[config.mk]
export PLATFORM = sky130hd
export DESIGN_NAME = fc_obuf
export DESIGN_NICKNAME = d
export VERILOG_FILES = /design/src/rtl/fc_obuf.sv
export SDC_FILE = /design/constraint.sdc
export NUM_CORES = 2
export LEC_CHECK = 0
export ABC_AREA = 1
export CAP_MARGIN = 20
export CORE_AREA = 10 10 345 347
export CTS_CLUSTER_SIZE = 40
export DETAILED_ROUTE_END_ITERATION = 16
export DIE_AREA = 0 0 355 357
export GPL_ROUTABILITY_DRIVEN = 1
export PLACE_DENSITY = 0.65
export SETUP_SLACK_MARGIN = 0.2
export SYNTH_ARGS = -nofsm -noshare
export SYNTH_HDL_FRONTEND = slang
export SYNTH_SLANG_ARGS = --single-unit
export TNS_END_PERCENT = 50
[constraint.sdc]
create_clock -name clk -period 6.8 [get_ports clk]
set_input_delay 1.02 -clock clk [delete_from_list [all_inputs] [get_ports clk]]
set_output_delay 1.02 -clock clk [all_outputs]
set_load 0.02 [all_outputs]
[src/rtl/fc_obuf.sv]
// Output buffer for a fully-connected CIM tile: shift-adds LSB-first bit-plane partial sums,
// requantizes (shift + saturate) and drains NUM_CHANNELS elements per valid/ready beat.
module fc_obuf #(
    parameter int DATA_SIZE    = 8,
    parameter int XBAR_SIZE    = 128,
    parameter int NUM_ELEMS    = 16,
    parameter int PSUM_WIDTH   = DATA_SIZE + $clog2(XBAR_SIZE),
    parameter int ACC_WIDTH    = PSUM_WIDTH + DATA_SIZE,
    parameter int NUM_CHANNELS = 2,
    parameter int OUT_SHIFT    = 8
) (
    input  logic                                   clk,
    input  logic                                   rst_n,
    input  logic                                   i_psum_valid,
    input  logic [NUM_ELEMS-1:0][PSUM_WIDTH-1:0]   i_psum,
    output logic                                   o_busy,
    output logic                                   o_valid,
    input  logic                                   i_ready,
    output logic [NUM_CHANNELS-1:0][DATA_SIZE-1:0] o_data,
    output logic                                   o_done,
    output logic                                   o_overrun
);

    localparam int NUM_BEATS = (NUM_ELEMS + NUM_CHANNELS - 1) / NUM_CHANNELS;
    localparam int BC_W      = (DATA_SIZE > 1) ? $clog2(DATA_SIZE) : 1;
    localparam int BT_W      = (NUM_BEATS > 1) ? $clog2(NUM_BEATS) : 1;
    localparam int EL_W      = (NUM_ELEMS > 1) ? $clog2(NUM_ELEMS) : 1;
    localparam logic [ACC_WIDTH-1:0] SAT_MAX = ACC_WIDTH'((2 ** DATA_SIZE) - 1);

    typedef enum logic [1:0] {IDLE, ACCUM, DRAIN} state_t;

    state_t               state, state_nxt;
    logic [ACC_WIDTH-1:0] acc [NUM_ELEMS];
    logic [BC_W-1:0]      bit_cnt;
    logic [BT_W-1:0]      beat_cnt;
    logic                 done_nxt;
    logic                 overrun_nxt;
    logic                 last_bit;
    logic                 last_beat;

    assign last_bit  = (bit_cnt == BC_W'(DATA_SIZE - 1));
    assign last_beat = (beat_cnt == BT_W'(NUM_BEATS - 1));

    always_comb begin
        state_nxt   = state;
        done_nxt    = 1'b0;
        overrun_nxt = 1'b0;
        case (state)
            IDLE: begin
                if (i_psum_valid)
                    state_nxt = (DATA_SIZE == 1) ? DRAIN : ACCUM;
            end
            ACCUM: begin
                if (i_psum_valid && last_bit)
                    state_nxt = DRAIN;
            end
            DRAIN: begin
                // Planes arriving here belong to nobody; flag them, never fold them in.
                overrun_nxt = i_psum_valid;
                if (i_ready && last_beat) begin
                    state_nxt = IDLE;
                    done_nxt  = 1'b1;
                end
            end
            default: state_nxt = IDLE;
        endcase
    end

    always_ff @(posedge clk or negedge rst_n) begin
        if (!rst_n) begin
            state     <= IDLE;
            bit_cnt   <= '0;
            beat_cnt  <= '0;
            o_done    <= 1'b0;
            o_overrun <= 1'b0;
        end else begin
            state     <= state_nxt;
            o_done    <= done_nxt;
            o_overrun <= overrun_nxt;
            case (state)
                IDLE: begin
                    if (i_psum_valid) begin
                        bit_cnt  <= BC_W'(1);
                        beat_cnt <= '0;
                    end
                end
                ACCUM: begin
                    if (i_psum_valid) begin
                        if (last_bit)
                            beat_cnt <= '0;
                        else
                            bit_cnt <= bit_cnt + BC_W'(1);
                    end
                end
                DRAIN: begin
                    if (i_ready && !last_beat)
                        beat_cnt <= beat_cnt + BT_W'(1);
                end
                default: ;
            endcase
        end
    end

    always_ff @(posedge clk or negedge rst_n) begin
        if (!rst_n) begin
            for (int e = 0; e < NUM_ELEMS; e++)
                acc[e] <= '0;
        end else if (i_psum_valid) begin
            for (int e = 0; e < NUM_ELEMS; e++) begin
                // Plane 0 overwrites so a new pass never inherits the previous result.
                if (state == IDLE)
                    acc[e] <= ACC_WIDTH'(i_psum[e]);
                else if (state == ACCUM)
                    acc[e] <= acc[e] + (ACC_WIDTH'(i_psum[e]) << bit_cnt);
            end
        end
    end

    assign o_valid = (state == DRAIN);
    assign o_busy  = (state != IDLE);

    for (genvar c = 0; c < NUM_CHANNELS; c++) begin : g_ch
        logic [31:0]          elem;
        logic [ACC_WIDTH-1:0] sel;
        logic [ACC_WIDTH-1:0] shifted;

        assign elem    = 32'(beat_cnt) * 32'(NUM_CHANNELS) + 32'(c);
        assign sel     = (elem < 32'(NUM_ELEMS)) ? acc[elem[EL_W-1:0]] : '0;
        assign shifted = sel >> OUT_SHIFT;
        assign o_data[c] = (state != DRAIN)     ? '0 :
                           (shifted > SAT_MAX)  ? {DATA_SIZE{1'b1}} :
                                                  shifted[DATA_SIZE-1:0];
    end

endmodule

### Yosys cells after proc, flatten, opt, wreduce, memory -nomap -nowiden

Cells that the tools add are included.

| storage, ports and cells | value |
|---|---|
| bits of input ports | 244 |
| logic and storage cells | 148 |
| flip-flop bits (word level) | 378 |
| output and inout bits | 20 |

| operators by class | value |
|---|---|
| add/subtract/negate cells | 19 |
| reductions and logical operators | 12 |
| magnitude comparators | 6 |
| bitwise operators | 2 |
| equality and inequality tests | 12 |
| shifts and indexed selects | 16 |
| mux-type cells | 60 |

Operator list:

| cell | number |
|---|---|
| two-way mux 23 bit | 38 |
| adder 23 bit | 16 |
| << shifter 15 x 3 -> 23 bit | 16 |
| binary-select mux 23 bit (select 4 bit) | 2 |
| two-way mux 8 bit | 4 |
| greater-than comparator 15 x 8 -> 1 bit (second input constant) | 2 |
| two-way mux 3 bit | 7 |
| inequality test 2 bit (second input constant) | 6 |
| >= comparator 5 bit (second input constant) | 2 |
| inverter 4 -> 5 bit | 2 |
| one-hot mux 3 bit (3 select lines) | 1 |
| adder 3 x 1 -> 3 bit (second input constant) | 2 |
| equality test 3 bit (second input constant) | 2 |
| two-way mux 2 bit | 3 |
| one-hot mux 2 bit (3 select lines) | 1 |
| one-hot mux 3 bit (2 select lines) | 1 |
| adder 4 x 1 -> 5 bit (second input constant) | 1 |
| less-than comparator 4 x 5 -> 1 bit (second input constant) | 1 |
| less-than comparator 5 bit (second input constant) | 1 |
| AND reduction 5 bit | 1 |
| inequality test 2 x 1 -> 1 bit (second input constant) | 2 |
| AND reduction 4 bit | 1 |
| nonzero test 2 bit | 2 |
| logical AND 1 bit | 3 |
| other kinds (8) | 10 |

### Depth between registers and ports, before layout

| depth | value |
|---|---|
| word-level depth | 9 |
| mapped depth | 23 |

### Worst setup path before layout

Ideal clock, no wire load.

| path | value |
|---|---|
| kind | register -> register |
| start | register bit_cnt[1] |
| end | register acc[244] (netlist name) |
| data arrival time | 2.708 ns |
| library setup time | 0.117 ns |
| required time | 6.683 ns |
| slack | 3.976 ns |
| cell stages (with the launch flop) | 17 |
| period minus slack after synthesis | 2.824 ns |
| cell sequence | dfrtp_1 -> buf_2 -> buf_2 -> clkbuf_1 -> buf_1 -> nor3_1 -> ha_1 -> inv_1 -> fa_1 -> nor2_1 -> nor2_1 -> o21ai_0 -> nand2_1 -> nand3_1 -> nand3_1 -> nand2_1 -> nand2_1 |

| between the ends | value |
|---|---|
| cells in the longest elaborated chain, start to end | 4 |

RTL lines:

| element | RTL line | source |
|---|---|---|
| from (decl) | 34 | `logic [BC_W-1:0] bit_cnt;` |
| from (signal assigned) | 92 | `bit_cnt <= bit_cnt + BC_W'(1);` |
| << shifter 15 x 3 -> 23 bit | 114 | `acc[e] <= acc[e] + (ACC_WIDTH'(i_psum[e]) << bit_cnt);` |
| adder 23 bit | 114 |  |
| two-way mux 23 bit | 113 | `else if (state == ACCUM)` |
| two-way mux 23 bit | 111 | `if (state == IDLE)` |
| to (signal, indexed assignment) | 112 | `acc[e] <= ACC_WIDTH'(i_psum[e]);` |
| to (signal, indexed assignment) | 114 |  |
| to (decl) | 33 | `logic [ACC_WIDTH-1:0] acc [NUM_ELEMS];` |

No other way between the ends. The select of a mux whose other input is x is not followed.
A chain may end at the register's enable or synchronous reset.

==> results.ini <==
[placed_design]
hpwlAfterDp_um=150000
gp_congestion=0.984
numPortBuffers=263

[drt]
drtIter0Drc=5406
antenna_left=0
wl_um=199000
drt_pass1_iterations=7
via_count=57000
drc=0
wire_per_inst_um=19.0
via_per_inst=5.45

[die]
coreArea_mm2=0.112
start_util_pct=44.6
ios=264
die_y_um=357
die_x_um=355
die_area_mm2=0.127
rows=123

[yosys]
synth_seq_cells=378
synth_area_per_cell_um2=5.62
synth_area_mm2=0.0500
synth_cell_types=38
synth_cells=8892
synth_fp_nets=9508
ys_seq_area_share_pct=18.9
ys_warn_count=0

[finish]
nets=9543
layout-drive-gt1-share_pct=2.10
mostFrequentLayoutCell=nand2_1
syn_to_final_growth_pct=10.7
fillCellCount=12200
final_cell_mix=nand2_1 (3,322), inv_1 (1,236), nor2_1 (835)

[sta]
hold_violations=0
grt_setup_unrepaired=no
fin_crit_sh_pct=84.7
min_period_ns=5.76
finalSetupViolCount=0
relSlewSlack_pct=21.7
finalSetupTns_ns=0
max_freq_mhz=174
worst_slew_pin_slew_ns=1.17
skew_ns=0.0207
maxSlewViolCount=0

[clock_network]
cts_tree=built
ctsResizeCount=0
ctsHoldBuffers=0
cts_root_buf=clkbuf_16
clk_latency_ns=0.68
numCtsBuffers=56
path_clk_slew_ns=0.06
cts.sinks=378
clockBufferDepth=3
cts_setup_buffers=0
h-tree-depth=2

[hold_path]
hp-class=in2async

[grt]
grt_overflow=0
grt_max_degree=190
grt_pass1_vias=52900
antenna_found_initial=6
grt.total_usage_pct=30.1
grt_pass1_wl_um=304000

[flow_run]
maxCapViolCount=0

[worst_setup_path]
regToRegStartpoint=bit_cnt[0]
r2r.worst_path.cells=15
critical_path_class=reg2out
cp-start-kind=flop
r2r_slack_ns=2.45
path_max_fanout=26
setup.worst_path.end_class=output port
cp_data_arrival_time_ns=4.74
required_ns=5.78
reg2reg_to=acc[58]

[status]
outcome=finished clean

## state kept, by name (all words and copies together), names as in the netlist
register and count:
bit_cnt 3, beat_cnt 3, o_overrun 1, acc 368, state 2, o_done 1
## synth_stat cells
master / number / area, um2
o21a_1: 12 / 90.1
dfrtp_1: 378 / 9460
a21o_1: 1 / 7.51
nor2_1: 836 / 3140
a22oi_1: 1 / 7.51
xnor2_1: 21 / 184
o21ai_2: 15 / 131
o211ai_1: 35 / 263
buf_1: 42 / 158
nand3b_1: 46 / 345
nand2_1: 3322 / 12500
o21ai_1: 171 / 856
inv_2: 6 / 22.5
ha_1: 356 / 4450
and2_1: 4 / 25.0
nor4_1: 16 / 100
mux2i_1: 161 / 1610
inv_1: 1239 / 4650
nor2_4: 3 / 33.8
buf_4: 17 / 128
a21oi_1: 422 / 2110
nand3_1: 609 / 3050
buf_6: 18 / 203
or2_2: 24 / 150
clkinv_1: 2 / 7.51
o21ai_0: 562 / 2810
o311ai_1: 1 / 8.76
buf_2: 90 / 450
fa_1: 16 / 320
nand4_1: 100 / 626
a21oi_2: 2 / 17.5
xor2_1: 73 / 639
nor3_1: 63 / 315
clkbuf_1: 158 / 593
a31oi_1: 16 / 100
o221ai_1: 28 / 245
nor2_2: 2 / 12.5
o21bai_1: 24 / 180
## cell families after synthesis
group | Yosys count | share of synthesized area (%)
and+or+nand+nor | 5025 | 40.5
xor gates and xnor gates | 94 | 1.65
adders and majority gates | 372 | 9.55
AOI/OAI and AO/OA | 1290 | 13.7
DFF | 378 | 18.9
buffers and inverters | 1572 | 12.4
muxes | 161 | 3.22
## layout make-up
class | count | area [um2] | share of cell area (%)
Sequential cell | 378 | 9480 | 17.1
Clock buffer | 82 | 1640 | 2.97
Inverter | 1247 | 4720 | 8.53
Tap cell | 1500 | 1880 | 3.39
Antenna cell | 1 | 2.50 | 0.00453
Clock inverter | 16 | 223 | 0.403
Multi-Input combinational cell | 6942 | 34300 | 62.1
Timing Repair Buffer | 302 | 3040 | 5.50
## layer usage
| metal | up-vias | share of wire [%] | track usage, % |
|---|---|---|---|
| met2 | 2285 | 43 | 47.7 |
| li1 | 28300 | - | - |
| met4 | 6 | 3.8 | 11.2 |
| met1 | 26100 | 45 | 40.9 |
| met5 | - | 0.020 | 0 |
| met3 | 355 | 8.2 | 5.01 |
## per-stage QoR
stage | instances | utilization [%] | instance area (um2) | hold WS (ns) | worst slack, ns
after global placement | 10400 | 47.7 | 53400 | 0.469 | 2.05
after global routing | 10500 | 49.4 | 55300 | 0.402 | 1.11
after floorplan | 8892 | - | 50000 | 0.455 | 3.98
after detailed placement | 10400 | 47.7 | 53400 | 0.472 | 2.04
after CTS | 10500 | 49.4 | 55300 | 0.378 | 1.28
final | 10500 | 49.4 | 55300 | 0.344 | 1.04
## worst max-delay path, cell delays in order (launching register included)
cell and delay [ns]:
dfrtp_2 0.55, buf_4 0.30, inv_1 0.73, nor2_1 0.13, nand4_1 0.23, nand3_1 0.16, nand3_1 0.15, nand2_1 0.38
a21oi_1 0.68, clkdlybuf4s50_1 0.74
## worst max path at each step
stage	from	to	slack [ns]	cells after the start
2_1_floorplan	bit_cnt[1]	acc[244]	3.98	16
3_3_place_gp	beat_cnt[1]	o_data[15]	2.05	9
3_5_place_dp	beat_cnt[1]	o_data[15]	2.04	9
4_1_cts	beat_cnt[1]	o_data[15]	1.28	9
5_1_grt	beat_cnt[1]	o_data[15]	1.11	9
6_report	beat_cnt[1]	o_data[15]	1.04	9
Power is not shown: default switching activity piles up to over one toggle a cycle in this logic, so the estimate is an artifact.
